[src/rtl/pz_sequencer.sv]
// Instruction sequencer for the puzzle-solver ALU: fetch, decode, execute, write back.
// Optional retired-instruction counter enabled by defining SEQ_RETIRE_CNT_EN.
module pz_sequencer #(
  parameter int         NREG     = 16,
  parameter logic [7:0] START_PC = 8'h00
) (
  input  logic        clk,
  input  logic        rst_n,
  input  logic        start,
  output logic        rom_req,
  output logic [7:0]  rom_addr,
  input  logic        rom_ack,
  input  logic [23:0] rom_data,
  output logic [7:0]  alu_op,
  output logic [7:0]  alu_ina,
  output logic [7:0]  alu_inb,
  input  logic [7:0]  alu_out,
  input  logic        alu_zf,
  output logic        busy,
  output logic        done,
  output logic        zf,
  output logic [7:0]  pc,
  input  logic [3:0]  dbg_addr,
  output logic [7:0]  dbg_data
`ifdef SEQ_RETIRE_CNT_EN
  ,
  output logic [15:0] retired_cnt
`endif
);

  // ALU command encodings mirror commands.h; sequencer-local opcodes live at F0..F3.
  localparam logic [7:0] OP_SET    = 8'h00;
  localparam logic [7:0] OP_ADD    = 8'h01;
  localparam logic [7:0] OP_SUB    = 8'h02;
  localparam logic [7:0] OP_WRITE  = 8'h03;
  localparam logic [7:0] OP_CHECK  = 8'h04;
  localparam logic [7:0] OP_LESS   = 8'h05;
  localparam logic [7:0] OP_ADDREG = 8'h06;
  localparam logic [7:0] OP_CHECKR = 8'h07;
  localparam logic [7:0] OP_COPY   = 8'h08;
  localparam logic [7:0] OP_AUP    = 8'h09;
  localparam logic [7:0] OP_ADW    = 8'h0A;
  localparam logic [7:0] OP_MOD    = 8'h0B;
  localparam logic [7:0] OP_DIV    = 8'h0C;
  localparam logic [7:0] OP_INV    = 8'h0D;
  localparam logic [7:0] OP_JMP    = 8'hF0;
  localparam logic [7:0] OP_JZ     = 8'hF1;
  localparam logic [7:0] OP_JNZ    = 8'hF2;
  localparam logic [7:0] OP_HALT   = 8'hF3;
  localparam logic [7:0] OP_IDLE   = 8'hFF;

  typedef enum logic [2:0] {S_IDLE, S_FETCH, S_EXEC, S_WB, S_HALTED} state_t;

  state_t      r_state;
  logic [23:0] r_instr;
  logic [7:0]  r_pc;
  logic        r_zf;
  logic        r_rom_req;
  logic [7:0]  r_rom_addr;
  logic [7:0]  r_alu_op;
  logic [7:0]  r_alu_ina;
  logic [7:0]  r_alu_inb;
  logic        r_busy;
  logic        r_done;

  logic [7:0]  w_op;
  logic [7:0]  w_a;
  logic [7:0]  w_b;
  logic [3:0]  w_dst;
  logic        w_is_imm;
  logic        w_is_reg;
  logic        w_is_flag;
  logic        w_is_write;
  logic        w_is_jump;
  logic        w_is_halt;
  logic        w_wr_en;
  logic [7:0]  w_pc_inc;
  logic [7:0]  w_jump_pc;
  logic [7:0]  w_regs [16];

  assign w_op  = r_instr[23:16];
  assign w_a   = r_instr[15:8];
  assign w_b   = r_instr[7:0];
  assign w_dst = w_b[3:0];

  always_comb begin
    w_is_imm  = 1'b0;
    w_is_reg  = 1'b0;
    w_is_flag = 1'b0;
    case (w_op)
      OP_SET, OP_ADD, OP_SUB, OP_WRITE: w_is_imm = 1'b1;
      OP_CHECK, OP_LESS: begin
        w_is_imm  = 1'b1;
        w_is_flag = 1'b1;
      end
      OP_CHECKR: begin
        w_is_reg  = 1'b1;
        w_is_flag = 1'b1;
      end
      OP_ADDREG, OP_COPY, OP_AUP, OP_ADW, OP_MOD, OP_DIV, OP_INV: w_is_reg = 1'b1;
      default: ;
    endcase
  end

  // Compares only update the flag; unknown opcodes neither write nor touch zf.
  assign w_is_write = (w_is_imm | w_is_reg) & ~w_is_flag;
  assign w_is_jump  = (w_op == OP_JMP) | (w_op == OP_JZ) | (w_op == OP_JNZ);
  assign w_is_halt  = (w_op == OP_HALT);
  assign w_wr_en    = (r_state == S_WB) & w_is_write;
  assign w_pc_inc   = r_pc + 8'd1;
  assign w_jump_pc  = ((w_op == OP_JMP) || (w_op == OP_JZ && r_zf) || (w_op == OP_JNZ && !r_zf))
                      ? w_a : w_pc_inc;

  // Index field is always 4 bits wide; slots beyond NREG read as zero and ignore writes.
  genvar gi;
  generate
    for (gi = 0; gi < 16; gi++) begin : g_reg
      if (gi < NREG) begin : g_on
        logic [7:0] r_q;
        always_ff @(posedge clk) begin
          if (!rst_n) begin
            r_q <= 8'h00;
          end else if (w_wr_en && (w_dst == 4'(gi))) begin
            r_q <= alu_out;
          end
        end
        assign w_regs[gi] = r_q;
      end else begin : g_off
        assign w_regs[gi] = 8'h00;
      end
    end
  endgenerate

  always_ff @(posedge clk) begin
    if (!rst_n) begin
      r_state    <= S_IDLE;
      r_instr    <= 24'h000000;
      r_pc       <= START_PC;
      r_zf       <= 1'b0;
      r_rom_req  <= 1'b0;
      r_rom_addr <= 8'h00;
      r_alu_op   <= OP_IDLE;
      r_alu_ina  <= 8'h00;
      r_alu_inb  <= 8'h00;
      r_busy     <= 1'b0;
      r_done     <= 1'b0;
    end else begin
      r_done <= 1'b0;
      case (r_state)
        S_IDLE: begin
          if (start) begin
            r_pc       <= START_PC;
            r_rom_addr <= START_PC;
            r_rom_req  <= 1'b1;
            r_busy     <= 1'b1;
            r_state    <= S_FETCH;
          end
        end
        S_FETCH: begin
          if (rom_ack) begin
            r_instr   <= rom_data;
            r_rom_req <= 1'b0;
            r_state   <= S_EXEC;
          end
        end
        S_EXEC: begin
          if (w_is_jump) begin
            r_pc       <= w_jump_pc;
            r_rom_addr <= w_jump_pc;
            r_rom_req  <= 1'b1;
            r_state    <= S_FETCH;
          end else if (w_is_halt) begin
            r_busy  <= 1'b0;
            r_done  <= 1'b1;
            r_state <= S_HALTED;
          end else begin
            r_alu_op  <= w_op;
            r_alu_ina <= w_is_reg ? w_regs[w_a[3:0]] : w_a;
            r_alu_inb <= w_regs[w_dst];
            r_state   <= S_WB;
          end
        end
        S_WB: begin
          if (w_is_flag) begin
            r_zf <= alu_zf;
          end
          r_pc       <= w_pc_inc;
          r_rom_addr <= w_pc_inc;
          r_rom_req  <= 1'b1;
          r_alu_op   <= OP_IDLE;
          r_alu_ina  <= 8'h00;
          r_alu_inb  <= 8'h00;
          r_state    <= S_FETCH;
        end
        S_HALTED: r_state <= S_IDLE;
        default:  r_state <= S_IDLE;
      endcase
    end
  end

`ifdef SEQ_RETIRE_CNT_EN
  logic [15:0] r_retired;
  logic        w_retire;

  assign w_retire = ((r_state == S_EXEC) && (w_is_jump || w_is_halt)) || (r_state == S_WB);

  always_ff @(posedge clk) begin
    if (!rst_n) begin
      r_retired <= 16'h0000;
    end else if ((r_state == S_IDLE) && start) begin
      r_retired <= 16'h0000;
    end else if (w_retire && (r_retired != 16'hFFFF)) begin
      r_retired <= r_retired + 16'd1;
    end
  end

  assign retired_cnt = r_retired;
`endif

  assign rom_req  = r_rom_req;
  assign rom_addr = r_rom_addr;
  assign alu_op   = r_alu_op;
  assign alu_ina  = r_alu_ina;
  assign alu_inb  = r_alu_inb;
  assign busy     = r_busy;
  assign done     = r_done;
  assign zf       = r_zf;
  assign pc       = r_pc;
  assign dbg_data = w_regs[dbg_addr];

endmodule

[config.mk]
export PLATFORM = sky130hd
export DESIGN_NAME = pz_sequencer
export DESIGN_NICKNAME = d
export VERILOG_FILES = /design/src/rtl/pz_sequencer.sv
export SDC_FILE = /design/constraint.sdc
export NUM_CORES = 1
export LEC_CHECK = 0
export CORE_AREA = 2 2 172 158
export DETAILED_ROUTE_END_ITERATION = 8
export DIE_AREA = 0 0 174 160
export GPL_TIMING_DRIVEN = 0
export HOLD_SLACK_MARGIN = 0.1
export SLEW_MARGIN = 20
export SYNTH_ARGS = -nofsm -noshare
export SYNTH_HDL_FRONTEND = slang
export SYNTH_SLANG_ARGS = --single-unit
[constraint.sdc]
create_clock -name clk -period 5.6 [get_ports clk]
set_clock_uncertainty 0.05 [all_clocks]
set_input_delay 0.84 -clock clk [delete_from_list [all_inputs] [get_ports clk]]
set_output_delay 0.84 -clock clk [all_outputs]
set_load 0.01 [all_outputs]
==> qor.yml <==
clocking:
  clk_pin_slew_ns: 0.08
  hold_buffers: 0
  ctsResizeCount: 0
  cts_tree: "built"
  cts_buffers: 17
  htreeDepth: 4
  clock_latency_ns: 0.45
  cts_setup_buffers: 0
  cts_root_buffer: "clkbuf_16"
  cts.path.max_buffers: 2
  clkSinkCount: 187
timing:
  setup_viol: 0
  rsz0062_at_grt: "no"
  final.setup.tns_ns: 0
  hold_violations: 0
  worst_pin_slew_ns: 1.05
  fmax_mhz: 207
  hold_ws_ns: 0.426
  period_needed_ns: 4.82
  slew_viol_final: 0
  slew_headroom_pct: 29.7
  timing.final.crit_share_pct: 86.1
logic_synthesis:
  synth_cell_types: 67
  synth_fp_nets: 1150
  synth_top_family_by_area: "multiplexers"
  synth_edf_count: 0
  ys_ff_latch: 187
  yosys_warnings: 0
  synth_mux_area_share_pct: 23.9
  syn_area_um2: 10300
  synth_xor_area_share_pct: 0.0853
  synthCells: 1108
  synth_compound_area_share_pct: 13.8
  synth-seq-area-share_pct: 36.4
  yosys.area_share.adder_pct: 0.122
  synth-simple-area-share_pct: 20.4
  synth_ff_type: "dfxtp_1"
  postSynth.asyncResetShare_pct: 0
  syn_area_per_cell_um2: 9.27
pwr:
  pwr_density_cell_nw_per_um2: 239
  max-vdd-ir-drop_uv: 216
  p_leak_uw: 0.00386
finish:
  antennaDiodeCount: 0
  final_cell_mix: "nand2_1, dfxtp_1, a21oi_1, mux4_2, clkdlybuf4s50_1"
  multi_input_area_um2: 5990
  syn2layout_area_growth_pct: 17.4
  utilization_pct: 46.0
  fill_cells: 2625
  final_common_cell: "nand2_1"
  seq_area_um2: 3740
  drive_above_1_share_pct: 17.1
  nets: 1245
floorplan:
  dieArea_um2: 27800
  io_pins: 93
  rows: 57
  die_height_um: 160
  chipWidth_um: 174
  initial_core_util_pct: 39.1
  coreArea_um2: 26200
placed_design:
  port_buffers: 76
  gp_congestion: 1.05
  dp_hpwl_um: 28100
critical_path:
  cp_max_fo: 10
  worstPathRequired_ns: 4.71
  slowest_stage: "buf_1"
  crit_cells: 6
  cp-end-kind: "output port"
  slowest_delay_ns: 0.75
  crit_chain: "clkbuf_1, buf_2, buf_1, mux4_2, mux4_2, clkdlybuf4s50_1"
  r2r-start: "r_instr[1]"
  path_buf_inv: 4
  crit_arrival_ns: 3.93
  worst_setup_path_start_kind: "primary input"
  crit_family: "buffers and inverters"
  r2r_cells: 7
  critical_path_class: "primary input to output port"
  crit_start: "dbg_addr[1]"
  path_common_cell: "mux4_2"
detailed_routing:
  drtIter0Drc: 1290
  drcViolationCount: 0
  ant_nets: 0
  wire_per_inst_um: 24.2
  vias: 9415
  drt-total-wl_um: 38100
  avgViaCountPerCell: 6.00
  first_pass_iters: 8
hold_path:
  hp-start: "alu_op[6]"
  hold_depth: 2
  worstHoldPathType: "register to register"
job:
  drv_cap: 0
global_route:
  grt_pass1_vias: 8528
  grt_pass1_wl_um: 55500
  grt_antenna_before_repair: 1
  grt_usage_pct: 27.0
  overflow: 0
  grt_max_degree: 19
outcome:
  status: "finished clean"
==> Yosys cell counts, types with 4 or more instances <==
cell type,instances,share of area (%)
a22oi_1,22,1.6
dfxtp_1,187,36
and3_1,4,0.24
nor2_1,21,0.77
a22o_1,8,0.68
nor3_1,8,0.39
and3_2,9,0.66
o22ai_1,6,0.37
o21ai_0,8,0.39
mux2_2,4,0.44
mux4_2,93,20
buf_4,12,0.88
nand2b_1,11,0.67
nor2b_1,10,0.61
or3_1,4,0.24
mux2i_1,31,3.0
a21oi_1,149,7.3
buf_1,14,0.51
a221o_1,4,0.39
a32o_1,7,0.68
nand2_1,321,12
a211oi_1,6,0.44
o31ai_1,6,0.44
nand4_1,5,0.30
inv_1,4,0.15
buf_2,33,1.6
nand3_4,10,1.7
nand3_1,18,0.88
clkbuf_1,45,1.6
==> registers in the layout, summed over array words and instances (netlist names) <==
| register | cells |
|---|---|
| done | 1 |
| g.g_on.r_q | 128 |
| rom_addr | 8 |
| r_instr | 20 |
| rom_req | 1 |
| alu_op | 8 |
| r_state | 3 |
| zf | 1 |
| busy | 1 |
| alu_ina | 8 |
| alu_inb | 8 |
==> cell families after synthesis <==
logic type                 after synthesis
AOI/OAI and AO/OA                      233
muxes                                  128
and+or+nand+nor                        445
adders and majority gates                1
DFF                                    187
xor gates and xnor gates                 1
buffers and inverters                  113
==> final timing paths <==
kind,to,slack [ns]
max,dbg_data[6],0.78
min,alu_op[6],0.43
max reg2reg,alu_inb[1],2.30
min reg2reg,alu_op[6],0.43
==> final cells by class <==
class / instances / share of cell area, %
plain buffers: 108 / 4.29
clock buffers: 18 / 3.64
clock inverters: 14 / 1.23
inverters: 5 / 0.156
multi-input cells: 808 / 49.7
flip-flops and latches: 187 / 31.0
well taps: 354 / 3.67
repair buffers: 76 / 6.31
==> report_power, final <==
| group | total (uW) | leakage [uW] | internal, uW | switching [uW] |
|---|---|---|---|---|
| Sequential | 1360 | 0.00151 | 1340 | 13.4 |
| Clock | 1250 | 0.000290 | 646 | 604 |
| Combinational | 281 | 0.00206 | 94.6 | 186 |
| Total | 2890 | 0.00386 | 2080 | 803 |
==> worst register-to-register path, delay by kind of cell, from the launching register on <==
family                 cells  cell delay, ns
buffers and inverters      3            1.52
multiplexers               1            0.38
flip-flops                 1            0.31
AO/OA/AOI/OAI              2            0.72
AND/OR/NAND/NOR            1            0.22
==> through the flow <==
stage                     instances  area (um2)  power [uW]  worst slack [ns]
after floorplan                1108       10300        1550              2.05
after global placement         1538       11500        1660             0.824
after detailed placement       1538       11500        1660             0.900
after CTS                      1570       12100        2900             0.875
after global routing           1570       12100        2970             0.731
final                          1570       12100        2890             0.777
==> metal layers <==
| metal | vias to the layer above | wire [um] | track usage, % |
|---|---|---|---|
| met2 | 540 | 16600 | 39.8 |
| met3 | 93 | 4460 | 8.55 |
| met4 | 2 | 1220 | 9.05 |
| met1 | 4591 | 15800 | 37.6 |
| met5 | - | 9 | 0 |
| li1 | 4189 | - | - |
Power figures use the tool's default switching activity.
